File: config.mk
export PLATFORM = sky130hd
export DESIGN_NAME = cache_access_gen_flat
export DESIGN_NICKNAME = d
export VERILOG_FILES = /design/src/rtl/cache_access_gen_if.sv /design/src/rtl/cache_access_gen.sv /design/src/flat_wrapper.sv
export SDC_FILE = /design/constraint.sdc
export NUM_CORES = 1
export LEC_CHECK = 0
export CAP_MARGIN = 10
export CORE_MARGIN = 3
export CORE_UTILIZATION = 45
export DETAILED_ROUTE_END_ITERATION = 8
export GPL_TIMING_DRIVEN = 0
export PLACE_DENSITY_LB_ADDON = 0.08
export SYNTH_ARGS = -nofsm -noshare
export SYNTH_HDL_FRONTEND = slang
export SYNTH_SLANG_ARGS = --single-unit
File: constraint.sdc
create_clock -name clk -period 10.6 [get_ports clk]
set_clock_uncertainty 0.05 [all_clocks]
set_input_delay 2.12 -clock clk [delete_from_list [all_inputs] [get_ports clk]]
set_output_delay 2.12 -clock clk [all_outputs]
set_load 0.03 [all_outputs]
File: src/rtl/cache_access_gen_if.sv
// cache_access_gen_if
//   Groups the control/config inputs and the cache-facing outputs of
//   cache_access_gen into one bundle.
//   master : the controlling side (testbench). It drives start/config/stall
//            and observes addr/rd_en/busy/done/issued.
//   slave  : the generator itself.
interface cache_access_gen_if #(
    parameter int ADDR_WIDTH = 32,
    parameter int CNT_WIDTH  = 32
);
    logic                  start;
    logic [1:0]            mode;
    logic [ADDR_WIDTH-1:0] base_addr;
    logic [15:0]           stride;
    logic [15:0]           wset_len;
    logic [CNT_WIDTH-1:0]  num_access;
    logic                  stall;

    logic [ADDR_WIDTH-1:0] addr;
    logic                  rd_en;
    logic                  busy;
    logic                  done;
    logic [CNT_WIDTH-1:0]  issued;

    modport master (
        output start, mode, base_addr, stride, wset_len, num_access, stall,
        input  addr, rd_en, busy, done, issued
    );

    modport slave (
        input  start, mode, base_addr, stride, wset_len, num_access, stall,
        output addr, rd_en, busy, done, issued
    );
endinterface

File: src/rtl/cache_access_gen.sv
// cache_access_gen
//   Programmable read-address stream generator for a cache controller.
//   It replays one of three patterns for a programmed number of accesses:
//   SEQ (constant stride), LOOP (strided working set that wraps back to base),
//   or RAND (base plus a 16-bit Galois LFSR value, word aligned).
//   Ports:
//     clk, rst        clock / asynchronous active-high reset
//     bus (slave)     start, mode, base_addr, stride, wset_len, num_access,
//                     stall in; addr, rd_en, busy, done, issued out
//   Every output comes straight from a flop.
module cache_access_gen #(
    parameter int          ADDR_WIDTH = 32,
    parameter int          CNT_WIDTH  = 32,
    parameter logic [15:0] LFSR_SEED  = 16'hACE1
) (
    input  logic             clk,
    input  logic             rst,
    cache_access_gen_if.slave bus
);
    localparam logic [1:0] MODE_LOOP = 2'd1;
    localparam logic [1:0] MODE_RAND = 2'd2;

    typedef enum logic [1:0] {ST_IDLE, ST_RUN, ST_DONE} state_t;

    state_t                state_q, state_d;
    logic [1:0]            mode_q, mode_d;
    logic [ADDR_WIDTH-1:0] base_q, base_d;
    logic [ADDR_WIDTH-1:0] cur_q, cur_d;
    logic [ADDR_WIDTH-1:0] addr_q, addr_d;
    logic [15:0]           stride_q, stride_d;
    logic [15:0]           wset_q, wset_d;
    logic [15:0]           idx_q, idx_d;
    logic [15:0]           lfsr_q, lfsr_d;
    logic [CNT_WIDTH-1:0]  num_q, num_d;
    logic [CNT_WIDTH-1:0]  issued_q, issued_d;
    logic                  rd_en_q, rd_en_d;
    logic                  busy_q, busy_d;
    logic                  done_q, done_d;

    logic [ADDR_WIDTH-1:0] stride_ext;
    logic [ADDR_WIDTH-1:0] rand_off;
    logic [CNT_WIDTH-1:0]  issued_inc;

    assign stride_ext = ADDR_WIDTH'(stride_q);
    // Random offsets are word aligned: the two LFSR lsbs are dropped.
    assign rand_off   = ADDR_WIDTH'({lfsr_q[15:2], 2'b00});
    assign issued_inc = issued_q + CNT_WIDTH'(1);

    always_comb begin
        state_d  = state_q;
        mode_d   = mode_q;
        base_d   = base_q;
        cur_d    = cur_q;
        addr_d   = addr_q;
        stride_d = stride_q;
        wset_d   = wset_q;
        idx_d    = idx_q;
        lfsr_d   = lfsr_q;
        num_d    = num_q;
        issued_d = issued_q;
        rd_en_d  = 1'b0;
        done_d   = 1'b0;

        case (state_q)
            ST_IDLE: begin
                if (bus.start) begin
                    mode_d   = bus.mode;
                    base_d   = bus.base_addr;
                    stride_d = bus.stride;
                    // A zero-length working set behaves as a single entry.
                    wset_d   = (bus.wset_len == 16'd0) ? 16'd1 : bus.wset_len;
                    num_d    = bus.num_access;
                    cur_d    = bus.base_addr;
                    idx_d    = 16'd0;
                    issued_d = '0;
                    lfsr_d   = LFSR_SEED;
                    state_d  = (bus.num_access == '0) ? ST_DONE : ST_RUN;
                end
            end
            ST_RUN: begin
                // While stalled every piece of pattern state simply holds.
                if (!bus.stall) begin
                    rd_en_d  = 1'b1;
                    issued_d = issued_inc;
                    case (mode_q)
                        MODE_RAND: begin
                            addr_d = base_q + rand_off;
                            lfsr_d = lfsr_q[0] ? ((lfsr_q >> 1) ^ 16'hB400) : (lfsr_q >> 1);
                        end
                        MODE_LOOP: begin
                            addr_d = cur_q;
                            if (idx_q == wset_q - 16'd1) begin
                                cur_d = base_q;
                                idx_d = 16'd0;
                            end else begin
                                cur_d = cur_q + stride_ext;
                                idx_d = idx_q + 16'd1;
                            end
                        end
                        default: begin
                            // SEQ, and mode 3 aliases to SEQ.
                            addr_d = cur_q;
                            cur_d  = cur_q + stride_ext;
                        end
                    endcase
                    if (issued_inc == num_q)
                        state_d = ST_DONE;
                end
            end
            ST_DONE: begin
                done_d  = 1'b1;
                state_d = ST_IDLE;
            end
            default: state_d = ST_IDLE;
        endcase

        // busy is registered from the next state so it tracks RUN/DONE exactly.
        busy_d = (state_d != ST_IDLE);
    end

    always_ff @(posedge clk or posedge rst) begin
        if (rst) begin
            state_q  <= ST_IDLE;
            mode_q   <= 2'd0;
            base_q   <= '0;
            cur_q    <= '0;
            addr_q   <= '0;
            stride_q <= 16'd0;
            wset_q   <= 16'd0;
            idx_q    <= 16'd0;
            lfsr_q   <= LFSR_SEED;
            num_q    <= '0;
            issued_q <= '0;
            rd_en_q  <= 1'b0;
            busy_q   <= 1'b0;
            done_q   <= 1'b0;
        end else begin
            state_q  <= state_d;
            mode_q   <= mode_d;
            base_q   <= base_d;
            cur_q    <= cur_d;
            addr_q   <= addr_d;
            stride_q <= stride_d;
            wset_q   <= wset_d;
            idx_q    <= idx_d;
            lfsr_q   <= lfsr_d;
            num_q    <= num_d;
            issued_q <= issued_d;
            rd_en_q  <= rd_en_d;
            busy_q   <= busy_d;
            done_q   <= done_d;
        end
    end

    assign bus.addr   = addr_q;
    assign bus.rd_en  = rd_en_q;
    assign bus.busy   = busy_q;
    assign bus.done   = done_q;
    assign bus.issued = issued_q;

endmodule

File: src/flat_wrapper.sv
// flat-port wrapper written by rule: the top's interface ports become plain ports
module cache_access_gen_flat 
#(
    parameter int          ADDR_WIDTH = 32,
    parameter int          CNT_WIDTH  = 32,
    parameter logic [15:0] LFSR_SEED  = 16'hACE1
)
  (clk, rst, bus_start, bus_mode, bus_base_addr, bus_stride, bus_wset_len, bus_num_access, bus_stall, bus_addr, bus_rd_en, bus_busy, bus_done, bus_issued);
  cache_access_gen_if #(.ADDR_WIDTH(ADDR_WIDTH), .CNT_WIDTH(CNT_WIDTH)) bus_i ();
  input  logic clk;
  input  logic rst;
  input wire logic [$bits(bus_i.start)-1:0] bus_start;
  input wire logic [$bits(bus_i.mode)-1:0] bus_mode;
  input wire logic [$bits(bus_i.base_addr)-1:0] bus_base_addr;
  input wire logic [$bits(bus_i.stride)-1:0] bus_stride;
  input wire logic [$bits(bus_i.wset_len)-1:0] bus_wset_len;
  input wire logic [$bits(bus_i.num_access)-1:0] bus_num_access;
  input wire logic [$bits(bus_i.stall)-1:0] bus_stall;
  output wire logic [$bits(bus_i.addr)-1:0] bus_addr;
  output wire logic [$bits(bus_i.rd_en)-1:0] bus_rd_en;
  output wire logic [$bits(bus_i.busy)-1:0] bus_busy;
  output wire logic [$bits(bus_i.done)-1:0] bus_done;
  output wire logic [$bits(bus_i.issued)-1:0] bus_issued;
  assign bus_i.start = bus_start;
  assign bus_i.mode = bus_mode;
  assign bus_i.base_addr = bus_base_addr;
  assign bus_i.stride = bus_stride;
  assign bus_i.wset_len = bus_wset_len;
  assign bus_i.num_access = bus_num_access;
  assign bus_i.stall = bus_stall;
  assign bus_addr = bus_i.addr;
  assign bus_rd_en = bus_i.rd_en;
  assign bus_busy = bus_i.busy;
  assign bus_done = bus_i.done;
  assign bus_issued = bus_i.issued;
  cache_access_gen #(.ADDR_WIDTH(ADDR_WIDTH), .CNT_WIDTH(CNT_WIDTH), .LFSR_SEED(LFSR_SEED)) u_core (.clk(clk), .rst(rst), .bus(bus_i));
endmodule
==> metrics <==
outcome finished clean; data required time of the critical path 11010 ps; Synth top area share 40.52%; Die Height 180.9 um; Vias 13200; Synth Area in Simple Gates 25.10%; main flop type after synthesis dfrtp_1; Synth Area per Inst 8.433 um2; Routed WL 47650 um; vias per cell 5.876; final slew viol count 0; vias in the first global route 12810; routed wire length per instance 21.21 um; proportion of synthesized area in mux cells 1.463%; first-pass GRT wire length 74310 um; Crit Path Class in2reg; cell family with most CP delay buffers and inverters; post-CTS resize count 0; Crit-path slowest cell clkbuf_1; pwr dens 253.5 nW/um2; initial antenna violation count 0; cell count after synthesis 1633; Adder-Cell Fraction of Synth Area 3.289%; CP Data Arrival Time 5390 ps; Starting DRT DRC Count 1345; io pins 169; nets 1971; Max-slew headroom 27.15%; largest net degree at the start of global routing 121; register area share after synthesis 42.05%; minimum clock period 4979 ps; Peak Freq 200.8 MHz; Detailed Routing Iterations Pass 1 5; biggest area consumer among synthesized cells dfrtp_1; largest family of logic cells by synthesized area simple AND/OR/NAND/NOR gates; Synth Area in Compound Gates 18.11%; fin crit share 46.98%; Fillers 2762; Core Region 29870 um2; crit path cell chain clkdlybuf4s50_1 -> and2_1 -> clkbuf_1 -> nor2_1 -> a21o_1 -> clkbuf_1 -> clkbuf_1 -> nand2_1 -> o211ai_1; Initial Util 46.09%; most frequent cell after synthesis nand2_1; Critical Path Fanout Max 10; die width 180.9 um; IO Port Bufs 168; register area 5791 um2; DP HPWL 35200 um; layout cells sized above 1 4.795%; element type at the critical path start input pin; DRC Markers 0; Layout area overhead 23.10%; Finished Layout Cells 2246; critical path endpoint category flip-flop; Synth async-reset ratio 100.0%; CTS tree done; class of the worst hold path reg2reg; area of the multi-input gates 7497 um2; cts bufs inserted 28; Largest stage delay, worst path 610 ps; worst path bufs/invs 4; GRT Total Usage 28.43%; Rows 63; H-tree levels 1; Detail Route Antenna Nets 0; grt total ovfl 0; diode count 0; Final Setup Violations 0; clk slew on worst S/H paths 60 ps; Post-synth EDFFs 0; Top Layer Used met4; Post-CTS Setup Bufs 0; Bufs on Longest Clock Path 3; Post-Syn Nets 1770; DIE AREA 32740 um2; clock sinks 231; Met3 Routed Length 3285 um; Post-Syn Area 13770 um2; Post-CTS Hold Buffers 0; unrepaired setup endpoints after global routing no; Netlist cell types 83; Yosys reg bits 231; WL met1 20700 um; final hold vios 0; DR WL met2 21970 um; Root Driver clkbuf_16; maximum vdd drop 0.1343 mV; leakage 7.326 nW; gpl congestion 0.9696; ranking of synthesized cells by area dfrtp_1, nand2_1, xnor2_1; most frequent CP cell clkbuf_1; Synth Warn # 0; Max Cap Viol 0; Pwr Total 0.004297 W; placed insts 2193; Synth Area in XOR/XNOR 6.487%; clk_lat worst skew 560 ps; worst slew pin tran 1083 ps; Post-synth top cells nand2_1, dfrtp_1, o21ai_0, nor2_1, clkbuf_1
-- power by group --
group | total (W) | internal [W] | switching [W]
Clock | 0.000983 | 0.000597 | 0.000386
Sequential | 0.00148 | 0.00117 | 0.000309
Combinational | 0.00183 | 0.000767 | 0.00107
Total | 0.00430 | 0.00254 | 0.00176
-- routing by layer --
layer | vias to the layer above | GRT usage (%)
li1 | 6193 | -
met1 | 6341 | 39.57
met2 | 568 | 46.05
met3 | 95 | 3.906
met4 | 0 | 9.415
met5 | - | 0
-- area by class of cell --
class / instances / share of cell area [%]
Inverter: 31 / 0.7307
Clock inverter: 7 / 0.5019
Sequential cell: 231 / 34.16
Timing Repair Buffer: 171 / 10.29
Multi-Input combinational cell: 1284 / 44.23
Buffer: 87 / 2.163
Clock buffer: 45 / 5.049
Tap cell: 390 / 2.879
-- sequential cells by signal (all words and copies together) (netlist names), 2 cells and up --
| signal | flops |
|---|---|
| u_core.wset_q | 16 |
| u_core.stride_q | 16 |
| u_core.lfsr_q | 16 |
| u_core.bus.addr | 32 |
| u_core.cur_q | 32 |
| u_core.base_q | 32 |
| u_core.bus.issued | 32 |
| u_core.idx_q | 16 |
| u_core.num_q | 32 |
| u_core.mode_q | 2 |
| u_core.state_q | 2 |
-- tightest hold or removal path, cell delays in order, from the launching register on --
cell and delay (ps):
dfrtp_1 340, nand2_1 40, o21ai_0 60
-- layout by cell type (no fill, tap or decap), types with 8 or more instances in the layout --
cell type | netlist | final
dfstp_2 | 8 | 8
nand3_1 | 59 | 59
a22o_1 | 11 | 11
a21oi_1 | 66 | 66
o31ai_1 | 21 | 21
nor4_1 | 26 | 26
mux2i_1 | 19 | 19
nand4_1 | 22 | 22
and3_1 | 39 | 39
and2_1 | 14 | 14
ha_1 | 33 | 33
clkbuf_1 | 71 | 80
o21ai_1 | 9 | 9
clkbuf_16 | 0 | 29
a21o_1 | 16 | 16
o21ai_0 | 104 | 104
or3_1 | 9 | 9
xnor2_1 | 66 | 66
nand2b_1 | 12 | 12
inv_1 | 31 | 30
nor2_1 | 97 | 97
o22ai_1 | 13 | 13
nor2b_1 | 9 | 9
o211ai_1 | 16 | 16
xor2_1 | 36 | 36
nand2_1 | 387 | 387
or2b_1 | 8 | 8
clkdlybuf4s50_1 | 0 | 168
nor3_1 | 35 | 35
dfrtp_1 | 223 | 223
a31oi_1 | 34 | 34
-- through the flow --
| step | instance area, um2 | hold WS [ps] | util, % | setup slack, ps | setup TNS (ps) |
|---|---|---|---|---|---|
| 5_1_grt | 16950 | 447.1 | 56.74 | 5415 | 0 |
| 4_1_cts | 16940 | 435.2 | 56.72 | 5687 | 0 |
| 3_3_place_gp | 15940 | 416.8 | 53.36 | -1188 | -260240 |
| 6_report | 16950 | 429.1 | 56.74 | 5621 | 0 |
| 3_5_place_dp | 16000 | 422.5 | 53.57 | 5122 | 0 |
| 2_1_floorplan | 13770 | 402.3 | - | 2110 | 0 |
-- cell families (layout without fill, tap and decap cells) --
kind of cell | Yosys count | in the layout
AND/OR/NAND/NOR | 750 | 750
multiplexers | 20 | 20
adder cells (fa/ha/maj) | 35 | 35
flip-flops | 231 | 231
AO/OA/AOI/OAI | 377 | 377
XOR/XNOR | 102 | 102
buffers and inverters | 118 | 341
-- final timing paths --
check | from | endpoint | slack (ps) | cells past startpoint
min in group asynchronous | rst | u_core.idx_q[12] | 1900 | 2
hold reg to reg | u_core.bus.addr[7] | u_core.bus.addr[7] | 430 | 2
setup reg to reg | u_core.bus.issued[0] | u_core.state_q[0] | 6530 | 10
setup / recovery | bus_start | u_core.cur_q[0] | 5620 | 9
max in group asynchronous | rst | u_core.num_q[25] | 7380 | 4
hold / removal | u_core.bus.addr[7] | u_core.bus.addr[7] | 430 | 2
No activity file was read; power rests on OpenSTA's default activity.
